--- src/rtl/up_down_counter_mod_if.sv ---
// rtl/up_down_counter_mod_if.sv - control/status bundle for the up/down counter
//
// Purpose: groups the counter's request inputs and count/flag outputs so the
// counter and its user connect through one port.
// Signals:
//   clr     master->slave  synchronous clear request
//   load    master->slave  synchronous parallel load request
//   d       master->slave  load value (WIDTH bits)
//   up      master->slave  count-up request
//   down    master->slave  count-down request
//   count   slave->master  registered count (WIDTH bits)
//   max_tc  slave->master  count == MODULUS-1 decode
//   min_tc  slave->master  count == 0 decode
//   carry   slave->master  one-cycle up-wrap/up-saturation pulse
//   borrow  slave->master  one-cycle down-wrap/down-saturation pulse
interface up_down_counter_mod_if #(
    parameter int WIDTH = 4
) ();
    logic             clr;
    logic             load;
    logic [WIDTH-1:0] d;
    logic             up;
    logic             down;
    logic [WIDTH-1:0] count;
    logic             max_tc;
    logic             min_tc;
    logic             carry;
    logic             borrow;

    modport master (
        output clr, load, d, up, down,
        input  count, max_tc, min_tc, carry, borrow
    );

    modport slave (
        input  clr, load, d, up, down,
        output count, max_tc, min_tc, carry, borrow
    );
endinterface

--- src/rtl/up_down_counter_mod.sv ---
// rtl/up_down_counter_mod.sv - parametrised up/down counter with modulus, wrap/saturate, clear, load
//
// Purpose: event/position counter over 0..MODULUS-1. Per clock edge the
// request priority is clr > load > up > down > hold. At a bound the counter
// either wraps (SATURATE=0) or holds (SATURATE=1); either way the bound event
// is flagged with a one-cycle carry (up) or borrow (down) pulse that is
// registered alongside the updated count.
// Parameters:
//   WIDTH     counter width in bits (>= 1)
//   MODULUS   count range 0..MODULUS-1, 2 <= MODULUS <= 2**WIDTH
//   SATURATE  0 = wrap at bounds, 1 = hold at bounds
// Ports:
//   clk_i   rising-edge clock
//   rstn_i  asynchronous active-low reset (count/carry/borrow to 0)
//   bus     slave side of up_down_counter_mod_if (requests in, count/flags out)
module up_down_counter_mod #(
    parameter int WIDTH    = 4,
    parameter int MODULUS  = 16,
    parameter int SATURATE = 0
) (
    input  logic                  clk_i,
    input  logic                  rstn_i,
    up_down_counter_mod_if.slave  bus
);
    localparam logic [WIDTH-1:0] MAX_CNT = WIDTH'(MODULUS - 1);
    localparam logic [WIDTH:0]   MAX_EXT = {1'b0, MAX_CNT};

    logic [WIDTH-1:0] count_q, count_d;
    logic             carry_q, carry_d;
    logic             borrow_q, borrow_d;

    logic [WIDTH:0]   d_ext;
    logic             at_max;
    logic             at_min;

    // Load value is compared one bit wider so MODULUS = 2**WIDTH never
    // clamps and any d >= MODULUS clamps to the top of the range.
    assign d_ext  = {1'b0, bus.d};
    assign at_max = (count_q == MAX_CNT);
    assign at_min = (count_q == '0);

    always_comb begin
        count_d  = count_q;
        carry_d  = 1'b0;
        borrow_d = 1'b0;
        if (bus.clr) begin
            count_d = '0;
        end else if (bus.load) begin
            if (d_ext > MAX_EXT) begin
                count_d = MAX_CNT;
            end else begin
                count_d = bus.d;
            end
        end else if (bus.up) begin
            // up wins over a simultaneous down request
            if (at_max) begin
                carry_d = 1'b1;
                if (SATURATE == 0) begin
                    count_d = '0;
                end
            end else begin
                count_d = count_q + WIDTH'(1);
            end
        end else if (bus.down) begin
            if (at_min) begin
                borrow_d = 1'b1;
                if (SATURATE == 0) begin
                    count_d = MAX_CNT;
                end
            end else begin
                count_d = count_q - WIDTH'(1);
            end
        end
    end

    always_ff @(posedge clk_i or negedge rstn_i) begin
        if (!rstn_i) begin
            count_q  <= '0;
            carry_q  <= 1'b0;
            borrow_q <= 1'b0;
        end else begin
            count_q  <= count_d;
            carry_q  <= carry_d;
            borrow_q <= borrow_d;
        end
    end

    assign bus.count  = count_q;
    assign bus.max_tc = at_max;
    assign bus.min_tc = at_min;
    assign bus.carry  = carry_q;
    assign bus.borrow = borrow_q;
endmodule

--- src/flat_wrapper.sv ---
// flat-port wrapper written by rule: the top's interface ports become plain ports
module up_down_counter_mod_flat 
#(
    parameter int WIDTH    = 4,
    parameter int MODULUS  = 16,
    parameter int SATURATE = 0
)
  (clk_i, rstn_i, bus_clr, bus_load, bus_d, bus_up, bus_down, bus_count, bus_max_tc, bus_min_tc, bus_carry, bus_borrow);
  up_down_counter_mod_if #(.WIDTH(WIDTH)) bus_i ();
  input  logic clk_i;
  input  logic rstn_i;
  input wire logic [$bits(bus_i.clr)-1:0] bus_clr;
  input wire logic [$bits(bus_i.load)-1:0] bus_load;
  input wire logic [$bits(bus_i.d)-1:0] bus_d;
  input wire logic [$bits(bus_i.up)-1:0] bus_up;
  input wire logic [$bits(bus_i.down)-1:0] bus_down;
  output wire logic [$bits(bus_i.count)-1:0] bus_count;
  output wire logic [$bits(bus_i.max_tc)-1:0] bus_max_tc;
  output wire logic [$bits(bus_i.min_tc)-1:0] bus_min_tc;
  output wire logic [$bits(bus_i.carry)-1:0] bus_carry;
  output wire logic [$bits(bus_i.borrow)-1:0] bus_borrow;
  assign bus_i.clr = bus_clr;
  assign bus_i.load = bus_load;
  assign bus_i.d = bus_d;
  assign bus_i.up = bus_up;
  assign bus_i.down = bus_down;
  assign bus_count = bus_i.count;
  assign bus_max_tc = bus_i.max_tc;
  assign bus_min_tc = bus_i.min_tc;
  assign bus_carry = bus_i.carry;
  assign bus_borrow = bus_i.borrow;
  up_down_counter_mod #(.WIDTH(WIDTH), .MODULUS(MODULUS), .SATURATE(SATURATE)) u_core (.clk_i(clk_i), .rstn_i(rstn_i), .bus(bus_i));
endmodule
--- config.mk ---
export PLATFORM = sky130hd
export DESIGN_NAME = up_down_counter_mod_flat
export DESIGN_NICKNAME = d
export VERILOG_FILES = /design/src/rtl/up_down_counter_mod_if.sv /design/src/rtl/up_down_counter_mod.sv /design/src/flat_wrapper.sv
export SDC_FILE = /design/constraint.sdc
export NUM_CORES = 1
export LEC_CHECK = 0
export ABC_AREA = 1
export CORE_AREA = 3 3 40 42
export CTS_CLUSTER_DIAMETER = 200
export DETAILED_ROUTE_END_ITERATION = 7
export DIE_AREA = 0 0 43 45
export PLACE_DENSITY = 0.73
export SYNTH_ARGS = -nofsm -noshare
export SYNTH_HDL_FRONTEND = slang
export SYNTH_SLANG_ARGS = --single-unit
--- constraint.sdc ---
create_clock -name clk_i -period 2.7 [get_ports clk_i]
set_input_delay 0.81 -clock clk_i [delete_from_list [all_inputs] [get_ports clk_i]]
set_output_delay 0.81 -clock clk_i [all_outputs]
set_load 0.005 [all_outputs]
==> metrics.yaml <==
sta:
  slew_viol_final: 0
  hold_violations: 0
  period_share_pct: 95.1
  fmax_ghz: 0.390
  max_slew.worst_pin.slew_ns: 0.286
  finClkSkew_ns: 0.00511
  setup_tns_ns: 0
  rsz0062_at_grt: "false"
  finalSetupViolCount: 0
  relSlewSlack_pct: 81.0
  finalWorstSetupSlack_ns: 0.134
  period_minus_slack_ns: 2.57
synthesis:
  synth_edf_count: 0
  ys_seq_area_share_pct: 33.1
  yosys_most_used_dff: "dfrtp_1"
  syn_area_sq_um: 453
  synth_seq_cells: 6
  yosysWarnings: 0
  synth_cell_types: 18
  syn_inst: 68
  syn_nets: 80
  async_reset_ff_share_pct: 100
  syn_area_per_cell_sq_um: 6.66
cts:
  holdBufCountCts: 0
  clock_path_buffers: 2
  cts_htree_levels: 1
  cts_tree: "done"
  postCtsSetupRepairBufs: 0
  numCtsBuffers: 3
  clk_latency_ns: 0.25
  root_buffer: "clkbuf_4"
  clk_pin_slew_worst_paths_ns: 0.04
  clock-sinks: 6
power_and_ir_drop:
  clkPwrFrac_pct: 29.4
  seqPwrFrac_pct: 38.4
  swShare_pct: 30.5
  p_sw_w: 0.0000845
  p_leak_nw: 0.323
  irDropWorstVdd_v: 0.000305
  powerDensity_nw_per_um2: 419
  combPwrFrac_pct: 32.2
  p_int_w: 0.000192
route:
  antenna_left: 0
  drt_first_pass_iters: 4
  wirelength_mm: 1.09
  wire_per_inst_um: 10.5
  avgViaCountPerCell: 4.89
  drcViolationCount: 0
  initialDrtViolationCount: 12
  vias: 504
final_layout:
  antennaDiodeCount: 0
  design_area_sq_um: 661
  drive_above_1_share_pct: 12.5
  final_cell_mix: "nand2_1 (19), clkdlybuf4s50_1 (17), nor2_1 (10), nand3_1 (7)"
  final_common_cell: "nand2_1"
  utilization_pct: 51.4
  layout-area-overhead-vs-synth_pct: 45.9
  fin_nets: 102
status:
  status: "completed"
min_path:
  hold_path.class: "flop to flop"
setup_path:
  startpoint_type: "flop"
  crit_type: "flop to output port"
  critPathRequiredTime_ns: 1.89
  critPathArrivalTime_ns: 1.76
  end_kind: "output port"
  cp_max_fo: 5
placement:
  io_buffer_count: 17
  dp_slack_ns: 0.350
  gp_congestion: 0.873
  place_area_sq_um: 638
  dp_hpwl_um: 855
global_route:
  grt_pass1_vias: 462
  gr-total-overflow: 0
  antenna_found_initial: 0
  grt_use_total_pct: 13.1
  grt_pass1_wl_mm: 1.86
  grt_max_degree: 10
floorplan:
  die_area_sq_um: 1940
  fp.coreArea_sq_um: 1280
  die_width_um: 43
  die_h_um: 45
  start_util_pct: 35.2
  ioPinCount: 18
  std_cell_rows: 13
job:
  maxCapViolations: 0
-- worst max-delay path, cell delays in order (launching register included) --
cell and delay (ns):
dfrtp_1 0.42, inv_2 0.12, ha_1 0.17, inv_1 0.06
nor3_2 0.18, clkdlybuf4s50_1 0.55
-- Yosys cell counts (2+ instances only) --
library cell | count | share of area, %
ha_1 | 2 | 5.5
nand2_1 | 19 | 16
inv_1 | 7 | 5.8
inv_2 | 2 | 1.7
nor2_1 | 10 | 8.3
o21ai_0 | 2 | 2.2
o21ai_1 | 3 | 3.3
dfrtp_1 | 6 | 33
nand3_1 | 7 | 7.7
a21oi_1 | 2 | 2.2
-- registers in the layout (all words and copies together), names as in the netlist --
signal             cells
u_core.bus.count       4
u_core.bus.carry       1
u_core.bus.borrow      1
-- through the flow --
stage                     std cells  total power (W)  hold slack, ns
after global routing            103         0.000302           0.626
after CTS                       103         0.000281           0.594
final                           103         0.000277           0.598
after global placement          100         0.000195           0.580
after detailed placement        100         0.000196           0.587
after floorplan                  68         0.000154           0.514
-- cell families (layout without fill, tap and decap cells) --
kind of cell               count (synthesis)  count (layout)  synth area share [%]
AOI/OAI and AO/OA                          9               9                  11.1
adders and majority gates                  2               2                  5.52
buffers and inverters                     10              30                  9.95
DFF                                        6               6                  33.1
and+or+nand+nor                           41              41                  40.3
-- final cells by class --
| class | count | area (sq um) |
|---|---|---|
| repair buffers | 18 | 178 |
| clock buffers | 3 | 22.5 |
| multi-input cells | 52 | 258 |
| inverters | 9 | 33.8 |
| fillers | 123 | 624 |
| well taps | 15 | 18.8 |
| flip-flops and latches | 6 | 150 |
-- final timing paths --
check / from / slack, ns / endpoint / depth (start not counted)
max: u_core.bus.count[0] / 0.13 / bus_min_tc / 5
min: u_core.bus.count[2] / 0.60 / u_core.bus.borrow / 3
max reg2reg: u_core.bus.count[1] / 1.35 / u_core.bus.count[2] / 8
min reg2reg: u_core.bus.count[2] / 0.60 / u_core.bus.borrow / 3
max in group asynchronous: rstn_i / 1.67 / u_core.bus.borrow / 1
min in group asynchronous: rstn_i / 0.81 / u_core.bus.count[1] / 1
-- layer usage --
metal | wire [um] | vias to the layer above | share of wire [%] | GRT usage [%]
li1 | - | 260 | - | -
met1 | 481 | 218 | 44 | 15.0
met4 | 14 | 0 | 1.3 | 10.2
met5 | 0 | - | 0 | 0
met3 | 84 | 2 | 7.7 | 3.98
met2 | 504 | 24 | 46 | 20.4
-- power by group through the flow --
stage | sequential [W] | combinational [W] | clock (W)
after floorplan | 0.000106 | 0.0000487 | 0
after global placement | 0.000107 | 0.0000888 | 0
after detailed placement | 0.000107 | 0.0000889 | 0
after CTS | 0.000106 | 0.0000896 | 0.0000855
after global routing | 0.000107 | 0.000100 | 0.0000941
final | 0.000106 | 0.0000890 | 0.0000813
-- what timing repair did --
item,in CTS,in global routing
resized for setup,0,1
endpoints found under the hold margin,0,0
setup endpoints to repair,0,1
Note: power is estimated with default switching activity, not from simulation.
